`src/rtl/lb_frame_sequencer.sv`:
```
// lb_frame_sequencer: line-buffer sequencer; counts pixel position, drives RAM addr/wea/sel and window valid.
// Optional sticky protocol-error flag enabled by defining LB_ERR_CHK_EN.
module lb_frame_sequencer #(
   parameter int LC_bits       = 20,
   parameter int ADDR_bits     = 10,
   parameter int K_ROWS        = 3,
   parameter int extra_latency = 5
) (
   input  logic                 clk,
   input  logic                 reset,
   input  logic                 start,
   input  logic [LC_bits-1:0]   layer_code,
   input  logic                 valid,
   output logic                 ready,
   output logic [ADDR_bits-1:0] addr,
   output logic                 wea,
   output logic                 sel,
   output logic                 out_valid,
   output logic                 busy,
   output logic                 done,
   output logic                 err
);
   typedef enum logic [1:0] {IDLE, FILL, RUN, FLUSH} state_t;
   localparam int FCW    = extra_latency > 1 ? $clog2(extra_latency) : 1;
   localparam int LAT_M1 = extra_latency > 0 ? extra_latency - 1 : 0;
   localparam state_t FRAME_ST = K_ROWS <= 1 ? RUN : FILL;
   localparam state_t END_ST   = extra_latency == 0 ? IDLE : FLUSH;
   state_t               r_state, w_state_nxt;
   logic [ADDR_bits-1:0] r_col, r_wm1, w_col_nxt, w_wm1_new;
   logic [9:0]           r_row, r_hm1, w_row_nxt, w_hm1_new, w_lc_w, w_lc_h;
   logic [FCW-1:0]       r_fcnt;
   logic                 r_sel, w_beat, w_wrap, w_last, w_tag, w_start_ok;
   assign w_lc_w     = layer_code[9:0];
   assign w_lc_h     = layer_code[19:10];
   assign w_wm1_new  = ADDR_bits'(w_lc_w == 10'd0 ? 10'd0 : w_lc_w - 10'd1);
   assign w_hm1_new  = w_lc_h == 10'd0 ? 10'd0 : w_lc_h - 10'd1;
   assign ready      = (r_state == FILL) || (r_state == RUN);
   assign w_beat     = valid & ready;
   assign wea        = w_beat;
   assign addr       = r_col;
   assign sel        = r_sel;
   assign w_wrap     = w_beat && (r_col == r_wm1);
   assign w_last     = w_wrap && (r_row == r_hm1);
   assign w_tag      = w_beat && (r_row >= 10'(K_ROWS - 1));
   assign done       = extra_latency == 0 ? w_last : (r_state == FLUSH) && (r_fcnt == FCW'(LAT_M1));
   assign busy       = (r_state != IDLE) && !done;
   assign w_start_ok = start && ((r_state == IDLE) || done);
   assign w_col_nxt  = w_start_ok ? '0 : w_wrap ? '0 : w_beat ? r_col + 1'b1 : r_col;
   assign w_row_nxt  = w_start_ok ? '0 : w_wrap ? r_row + 10'd1 : r_row;
   always_comb begin
      w_state_nxt = r_state;
      case (r_state)
         IDLE:  w_state_nxt = IDLE;
         FILL:  w_state_nxt = w_last ? END_ST : (w_wrap && (r_row + 10'd1 == 10'(K_ROWS - 1))) ? RUN : FILL;
         RUN:   w_state_nxt = w_last ? END_ST : RUN;
         FLUSH: w_state_nxt = done ? IDLE : FLUSH;
         default: w_state_nxt = IDLE;
      endcase
      if (w_start_ok) w_state_nxt = FRAME_ST;
   end
   always_ff @(posedge clk) begin
      if (reset) begin
         r_state <= IDLE;
         r_col   <= '0;
         r_row   <= '0;
         r_wm1   <= '0;
         r_hm1   <= '0;
         r_fcnt  <= '0;
         r_sel   <= 1'b0;
      end else begin
         r_state <= w_state_nxt;
         r_col   <= w_col_nxt;
         r_row   <= w_row_nxt;
         r_wm1   <= w_start_ok ? w_wm1_new : r_wm1;
         r_hm1   <= w_start_ok ? w_hm1_new : r_hm1;
         r_fcnt  <= r_state == FLUSH ? r_fcnt + 1'b1 : '0;
         r_sel   <= ((w_state_nxt == FILL) || (w_state_nxt == RUN)) && (w_row_nxt != 10'd0);
      end
   end
   // Window tag travels with the datapath so out_valid lines up with the pixel it describes.
   generate
      if (extra_latency == 0) begin : g_nodly
         assign out_valid = w_tag;
      end else begin : g_dly
         logic [extra_latency-1:0] r_dly;
         always_ff @(posedge clk) begin
            if (reset) r_dly <= '0;
            else       r_dly <= (r_dly << 1) | extra_latency'(w_tag);
         end
         assign out_valid = r_dly[extra_latency-1];
      end
   endgenerate
`ifdef LB_ERR_CHK_EN
   logic r_err;
   always_ff @(posedge clk) begin
      if (reset) r_err <= 1'b0;
      else       r_err <= r_err | (valid & ~ready) | (start & busy);
   end
   assign err = r_err;
`else
   assign err = 1'b0;
`endif
endmodule

```
`config.mk`:
```
export PLATFORM = sky130hd
export DESIGN_NAME = lb_frame_sequencer
export DESIGN_NICKNAME = d
export VERILOG_FILES = /design/src/rtl/lb_frame_sequencer.sv
export SDC_FILE = /design/constraint.sdc
export NUM_CORES = 1
export LEC_CHECK = 0
export BUFFER_PORTS_ARGS = -buffer_cell sky130_fd_sc_hd__clkbuf_2
export CAP_MARGIN = 20
export CELL_PAD_IN_SITES_DETAIL_PLACEMENT = 2
export CELL_PAD_IN_SITES_GLOBAL_PLACEMENT = 2
export CORE_MARGIN = 10
export CORE_UTILIZATION = 36
export DETAILED_ROUTE_END_ITERATION = 10
export PLACE_DENSITY_LB_ADDON = 0.25
export SLEW_MARGIN = 10
export SYNTH_ARGS = -nofsm -noshare
export SYNTH_HDL_FRONTEND = slang
export SYNTH_SLANG_ARGS = --single-unit
```
`constraint.sdc`:
```
create_clock -name clk -period 6.2 [get_ports clk]
set_input_delay 1.24 -clock clk [delete_from_list [all_inputs] [get_ports clk]]
set_output_delay 1.24 -clock clk [all_outputs]
set_load 0.02 [all_outputs]
```
==> results of run 1 <==
==> power groups by stage <==
stage          Sequential (mW)  Combinational (mW)  Clock [mW]
6_report                 0.347              0.0761       0.206
5_1_grt                  0.349              0.0872       0.225
4_1_cts                  0.348              0.0772       0.212
3_5_place_dp             0.355              0.0764           0
3_3_place_gp             0.355              0.0738           0
2_1_floorplan            0.352              0.0495           0
==> registers in the layout (all words and copies together) (netlist names) <==
| signal | flops |
|---|---|
| r_state | 2 |
| r_fcnt | 3 |
| g_dly.r_dly | 5 |
| r_hm1 | 10 |
| r_row | 10 |
| addr | 10 |
| sel | 1 |
| r_wm1 | 10 |
==> kinds of logic (layout without fill, tap and decap cells) <==
family	count (synthesis)	in the layout
AOI/OAI and AO/OA	54	54
other	1	1
DFF	51	51
and+or+nand+nor	146	146
xor gates and xnor gates	56	56
buffers and inverters	35	67
adders and majority gates	13	13
==> cell usage in the layout (no fill, tap or decap), types with 9 or more instances in the layout <==
cell / instances
clkbuf_2: 39
nand4_1: 10
xor2_1: 23
nor2_1: 39
xnor2_1: 33
o21ai_0: 24
nor3_1: 9
ha_1: 13
nand2_1: 43
inv_1: 17
dfxtp_1: 51
==> metrics by stage <==
step	setup slack [ns]	cell area (µm²)
6_report	3.22	3260
3_5_place_dp	2.84	3150
5_1_grt	3.18	3260
2_1_floorplan	3.28	2900
3_3_place_gp	2.91	3150
4_1_cts	3.10	3250
==> worst max path at each step <==
stage	slack [ns]	end	cells past startpoint
floorplan	3.28	r_row[9]$_SDFF_PP0_	7
detailed placement	2.84	sel$_SDFF_PP0_	8
global placement	2.91	r_state[0]$_SDFF_PP0_	8
CTS	3.10	r_row[7]$_SDFF_PP0_	8
finish	3.22	wea	4
global route	3.18	wea	4
==> metal layers <==
metal | wire length, µm | global-route usage [%]
met2 | 4160 | 25.6
met1 | 3740 | 17.1
met4 | 71 | 3.35
met3 | 182 | 2.40
met5 | 0 | 0
==> layout make-up <==
class | instances | share of cell area [%]
multi-input combinational | 270 | 53.2
sequential | 51 | 31.3
inverter | 18 | 2.07
timing repair buffer | 41 | 6.45
tap | 102 | 3.91
clock inverter | 2 | 0.499
clock buffer | 6 | 2.53
==> results.toml, run 1 <==
[drt]
first_pass_iters = 4
postRouteAntennaNets = 0
vias_per_cell = 5.15
drc = 0
vias = 2523
drt_first_iter_violations = 97
wl_per_cell_um = 16.6
finalWirelength_um = 8150

[floorplanning]
initial_core_util_pct = 37.3
floorplan.die.height_um = 110
rows = 32
core_area_um2 = 7770
boundaryPins = 41
die_x_um = 110
fp.dieArea_um2 = 12000

[cts]
number_of_gates_given_a_new_drive_strength_after_cts = 0
post_cts.repair.setup_buffers = 0
clock-root-buffer = "clkbuf_8"
cts.htree.levels = 2
cts_hold_buf = 0
max-clock-path-buffers = 2
cts_num_sinks = 51
tritoncts = "done"
clk_latency_ns = 0.31
numCtsBuffers = 5
clk_pin_slew_worst_paths_ns = 0.10

[yosys]
distinct_cell_type_count_after_synthesis = 48
synth-edff-count = 0
synth_fa_ha_area_share_pct = 5.62
yosys.area_share.xor_xnor_pct = 16.9
yosys.area_share.simple_pct = 24.8
syn_avg_cell_area_um2 = 8.13
ys_seq_area_share_pct = 35.3
synthDominantCellAreaShare_pct = 35.3
synth_async_sr_flop_share_pct = 0
synth.yosys.warnings = 0
post-synth-top-count-cell = "dfxtp_1"
synth_top_cells_by_count = "dfxtp_1, nand2_1, nor2_1"
synth_mux_area_share_pct = 0
synth_top_cells_by_area = "dfxtp_1, xnor2_1, xor2_1"
synth_flop_cell = "dfxtp_1"
synth-compound-area-share_pct = 12.4
synth_fp_nets = 393
main_combinational_cell_family_by_area_after_synthesis = "simple AND/OR/NAND/NOR gates"
synthesis.area_um2 = 2900
ys_ff_latch = 51
synthCells = 356
synthDominantAreaCellType = "dfxtp_1"

[timing]
timing_worst_slew_pin_value_ns = 0.985
layout_worst_path_cycle_share_pct = 48.1
rsz0062_at_grt = "no"
setup_tns_ns = 0
max_slew_margin_pct = 34.2
finalMaxSlewViolations = 0
layout_min_cycle_time_ns = 2.98
worst_clock_skew_ns = 0.0101
fmax_mhz = 335
finalSetupViolations = 0
finalHoldWorstSlack_ns = 0.451
finalHoldViolations = 0

[worst_hold_path]
min_delay_worst_endpoint = "g_dly.r_dly[1]$_SDFF_PP0_"
hold_path_startpoint = "g_dly.r_dly[0]$_SDFF_PP0_"
instance_count_along_the_most_critical_hold_path = 1
holdCritPathClass = "register to register"

[cells_and_area]
fin_util_pct = 42.0
multi_input_comb_area_um2 = 1740
fillers = 931
count_of_placed_standard_cells_in_the_final_layout_fillers_left_out = 490
final_layout_size_suffix_gt1_share_pct = 14.2
antennaDiodeCount = 0
final_net_count = 424
register_area_um2 = 1020
area_growth_pct = 12.6

[worst_setup_path]
worst_path_largest_cell_delay_ns = 0.20
critPathTopFamily = "buffers and inverters"
crit_path_end_kind = "primary output"
setup.reg_to_reg.worst_slack_ns = 3.59
crit_chain = "clkbuf_2, nand2_1, inv_2, clkbuf_2"
crit_path_max_fanout = 8
start_of_the_worst_register_to_register_path = "r_state[0]$_SDFF_PP0_"
crit-reg2reg-capture = "r_row[9]$_SDFF_PP0_"
critical_path.startpoint_type = "input port"
worst-path-buf-inv = 3
critical-path-top-cell-by-count = "clkbuf_2"
worst_ep_required_time_ns = 4.96
critical_path_class = "input port to primary output"
critPathLaunch = "valid"
worstRegToRegCells = 9
crit_slowest_cell = "clkbuf_2"
worstPathArrival_ns = 1.74

[power_and_ir_drop]
vdd_ir_drop_max_mv = 0.0841
power.sequential.fraction_pct = 55.2
power.switching_fraction_pct = 26.9
p_leak_nw = 1.27
p_clk_share_pct = 32.7
p_comb_share_pct = 12.1
cell_internal_pwr_mw = 0.460
switchingPower_mw = 0.169
finalPower_mw = 0.629
p_per_area_nw_per_um2 = 193

[place]
place.gp.congestion = 0.736
hpwlAfterDp_um = 6350
portBuffers = 39
numPlacedInstances = 481

[status]
outcome = "complete, no violations"

[global_route]
grt_max_degree = 22
global_route.usage.total_pct = 14.2
grt_first_pass_wirelength_um = 13800
first_global_vias = 2792
antenna_violations_before_repair = 0
globalRouteOverflowTotal = 0

[flow_run]
count_of_max_cap_constraint_violations = 0
(Power assumes the default switching activity.)
==> inputs of run 2 (changes only) <==
- ABC_AREA: not set -> 1
- CORE_UTILIZATION: 36 -> 32
- clock period: 6.2 -> 2.9 ns (I/O delays scaled with it)
==> run 2 against run 1 <==
Clock skew rose by 0.0020 ns. Synthesized cell count rose by 28%. Die area rose by 16%. Core utilization fell by 4.5 points. Count of clock-buffer cells in the layout rose by 1. Register-to-register slack got worse by 3.1 ns. Non-clock buffer count fell by 1. First-iteration DRC count rose by 38%. Clock power rose by 110%. Critical endpoint is now addr[9]$_SDFFE_PP0P_.
==> results.toml, run 2 <==
[power_and_ir_drop]
p_leak_nw = 1.60
switchingPower_mw = 0.418
finalPower_mw = 1.39
power.switching_fraction_pct = 30.1
p_comb_share_pct = 16.1
cell_internal_pwr_mw = 0.972
p_clk_share_pct = 30.5
vdd_ir_drop_max_mv = 0.154
p_per_area_nw_per_um2 = 398
power.sequential.fraction_pct = 53.4

[timing]
fin_ws_ns = 0.509
rsz0062_at_grt = "no"
layout_min_cycle_time_ns = 2.39
finalHoldViolations = 0
timing_worst_slew_pin_value_ns = 0.610
worst_clock_skew_ns = 0.0121
max_slew_margin_pct = 59.0
finalMaxSlewViolations = 0
finalSetupViolations = 0
setup_tns_ns = 0
layout_worst_path_cycle_share_pct = 82.5
fmax_mhz = 418

[yosys]
synth_top_cells_by_area = "dfxtp_1, nand2_1, inv_1"
synthCells = 457
ys_seq_area_share_pct = 33.0
synth-edff-count = 0
post-synth-top-count-cell = "nand2_1"
synthDominantCellAreaShare_pct = 33.0
syn_avg_cell_area_um2 = 6.77
synth_flop_cell = "dfxtp_1"
synth_async_sr_flop_share_pct = 0
synth.yosys.warnings = 0
synth_top_cells_by_count = "nand2_1, inv_1, nor2_1"
synthesis.area_um2 = 3090
ys_ff_latch = 51
synth_fp_nets = 494
synthDominantAreaCellType = "dfxtp_1"
distinct_cell_type_count_after_synthesis = 40

[global_route]
grt_first_pass_wirelength_um = 17100
antenna_violations_before_repair = 0
first_global_vias = 3411
globalRouteOverflowTotal = 0
global_route.usage.total_pct = 14.5
grt_max_degree = 21

[cts]
tritoncts = "done"
cts.htree.levels = 2
cts_hold_buf = 0
clk_latency_ns = 0.31
number_of_gates_given_a_new_drive_strength_after_cts = 0
numCtsBuffers = 5
post_cts.repair.setup_buffers = 0
clk_pin_slew_worst_paths_ns = 0.10
max-clock-path-buffers = 2
clock-root-buffer = "clkbuf_8"
cts_num_sinks = 51

[cells_and_area]
area_growth_pct = 13.0
final_layout_size_suffix_gt1_share_pct = 15.1
mostFrequentLayoutCell = "nand2_1"
fillers = 1173
antennaDiodeCount = 0
final_net_count = 534
layout_cell_area_excl_fill_um2 = 3490
layout_common_cells = "nand2_1, inv_1, nor2_1"

[status]
outcome = "complete, no violations"

[floorplanning]
fp.dieArea_um2 = 14000
boundaryPins = 41
die_x_um = 118
core_area_um2 = 9330
initial_core_util_pct = 33.2
floorplan.die.height_um = 118
rows = 35

[drt]
first_pass_iters = 4
vias = 3021
drt_first_iter_violations = 134
postRouteAntennaNets = 0
drc = 0
vias_per_cell = 4.82
finalWirelength_um = 9990
wl_per_cell_um = 15.9

[flow_run]
count_of_max_cap_constraint_violations = 0

[worst_setup_path]
critical_path_class = "register to register"
crit_path_max_fanout = 8
crit_path_end_kind = "register"
worst_ep_required_time_ns = 3.14
worst-path-buf-inv = 2
critPathTopFamily = "simple AND/OR/NAND/NOR gates"
worstPathArrival_ns = 2.63
crit_chain = "inv_1, ha_1, nand2_1, nor2_1, nand3_1, nor3_1, inv_1, nor2_1, nand3_1, nand2_1, nor3b_1"
critical_path.startpoint_type = "register"
worst_path_largest_cell_delay_ns = 0.38
crit_slowest_cell = "dfxtp_1"

[place]
placed_area_um2 = 3410
portBuffers = 39
hpwlAfterDp_um = 8250
dp_worst_setup_slack_ns = 0.464
place.gp.congestion = 0.828

[worst_hold_path]
holdCritPathClass = "register to register"
run 2: routing by layer:
layer	global-route usage (%)	vias to the layer above	part of all wire (%)	routed length, µm
met5	0	-	0	0
met3	2.28	6	3.1	310
li1	-	1523	-	-
met1	18.4	1448	48	4810
met2	25.3	44	48	4790
met4	2.78	0	0.73	73
run 2: tightest hold or removal path, delay by kind of cell (launching register included):
kind,cells,cell delay (ns)
DFF,1,0.31
buffers and inverters,1,0.04
and+or+nand+nor,1,0.03
run 2: kinds of logic (layout without fill, tap and decap cells):
| family | Yosys count | count (layout) | share of synthesized area [%] |
|---|---|---|---|
| flops | 51 | 51 | 33.0 |
| compound gates | 47 | 47 | 9.55 |
| other cells | 1 | 1 | 0.121 |
| simple gates | 239 | 239 | 34.7 |
| buf+inv | 82 | 123 | 10.5 |
| fa+ha+maj | 13 | 13 | 5.26 |
| xor+xnor | 24 | 24 | 6.80 |
run 2: path summary, 6_finish.rpt:
check        cells after the start                        end  slack (ns)                       from
max                             11       addr[9]$_SDFFE_PP0P_        0.51      r_state[1]$_SDFF_PP0_
min                              2  g_dly.r_dly[3]$_SDFF_PP0_        0.41  g_dly.r_dly[2]$_SDFF_PP0_
max reg2reg                     11       addr[9]$_SDFFE_PP0P_        0.51      r_state[1]$_SDFF_PP0_
min reg2reg                      2  g_dly.r_dly[3]$_SDFF_PP0_        0.41  g_dly.r_dly[2]$_SDFF_PP0_
run 2: per-stage QoR:
| step | utilization [%] | instances | hold WS, ns |
|---|---|---|---|
| 6_report | 37.5 | 627 | 0.411 |
| 2_1_floorplan | - | 457 | 0.388 |
| 4_1_cts | 37.5 | 627 | 0.416 |
| 3_5_place_dp | 36.6 | 619 | 0.399 |
| 5_1_grt | 37.5 | 627 | 0.428 |
| 3_3_place_gp | 36.6 | 619 | 0.394 |
run 2: final cells by class:
class / instances / area (µm²) / share of cell area, %
multi-input combinational: 324 / 1750 / 50.0
inverter: 75 / 282 / 8.06
tap: 129 / 161 / 4.62
timing repair buffer: 40 / 203 / 5.80
sequential: 51 / 1020 / 29.2
clock inverter: 1 / 5.00 / 0.143
clock buffer: 7 / 76.3 / 2.18
run 2: power groups by stage:
stage                     clock (mW)  sequential [mW]  combinational [mW]
after floorplan                    0            0.755               0.150
after global placement             0            0.758               0.216
after detailed placement           0            0.759               0.225
after CTS                      0.433            0.743               0.228
after global routing           0.466            0.747               0.254
final                          0.423            0.743               0.224
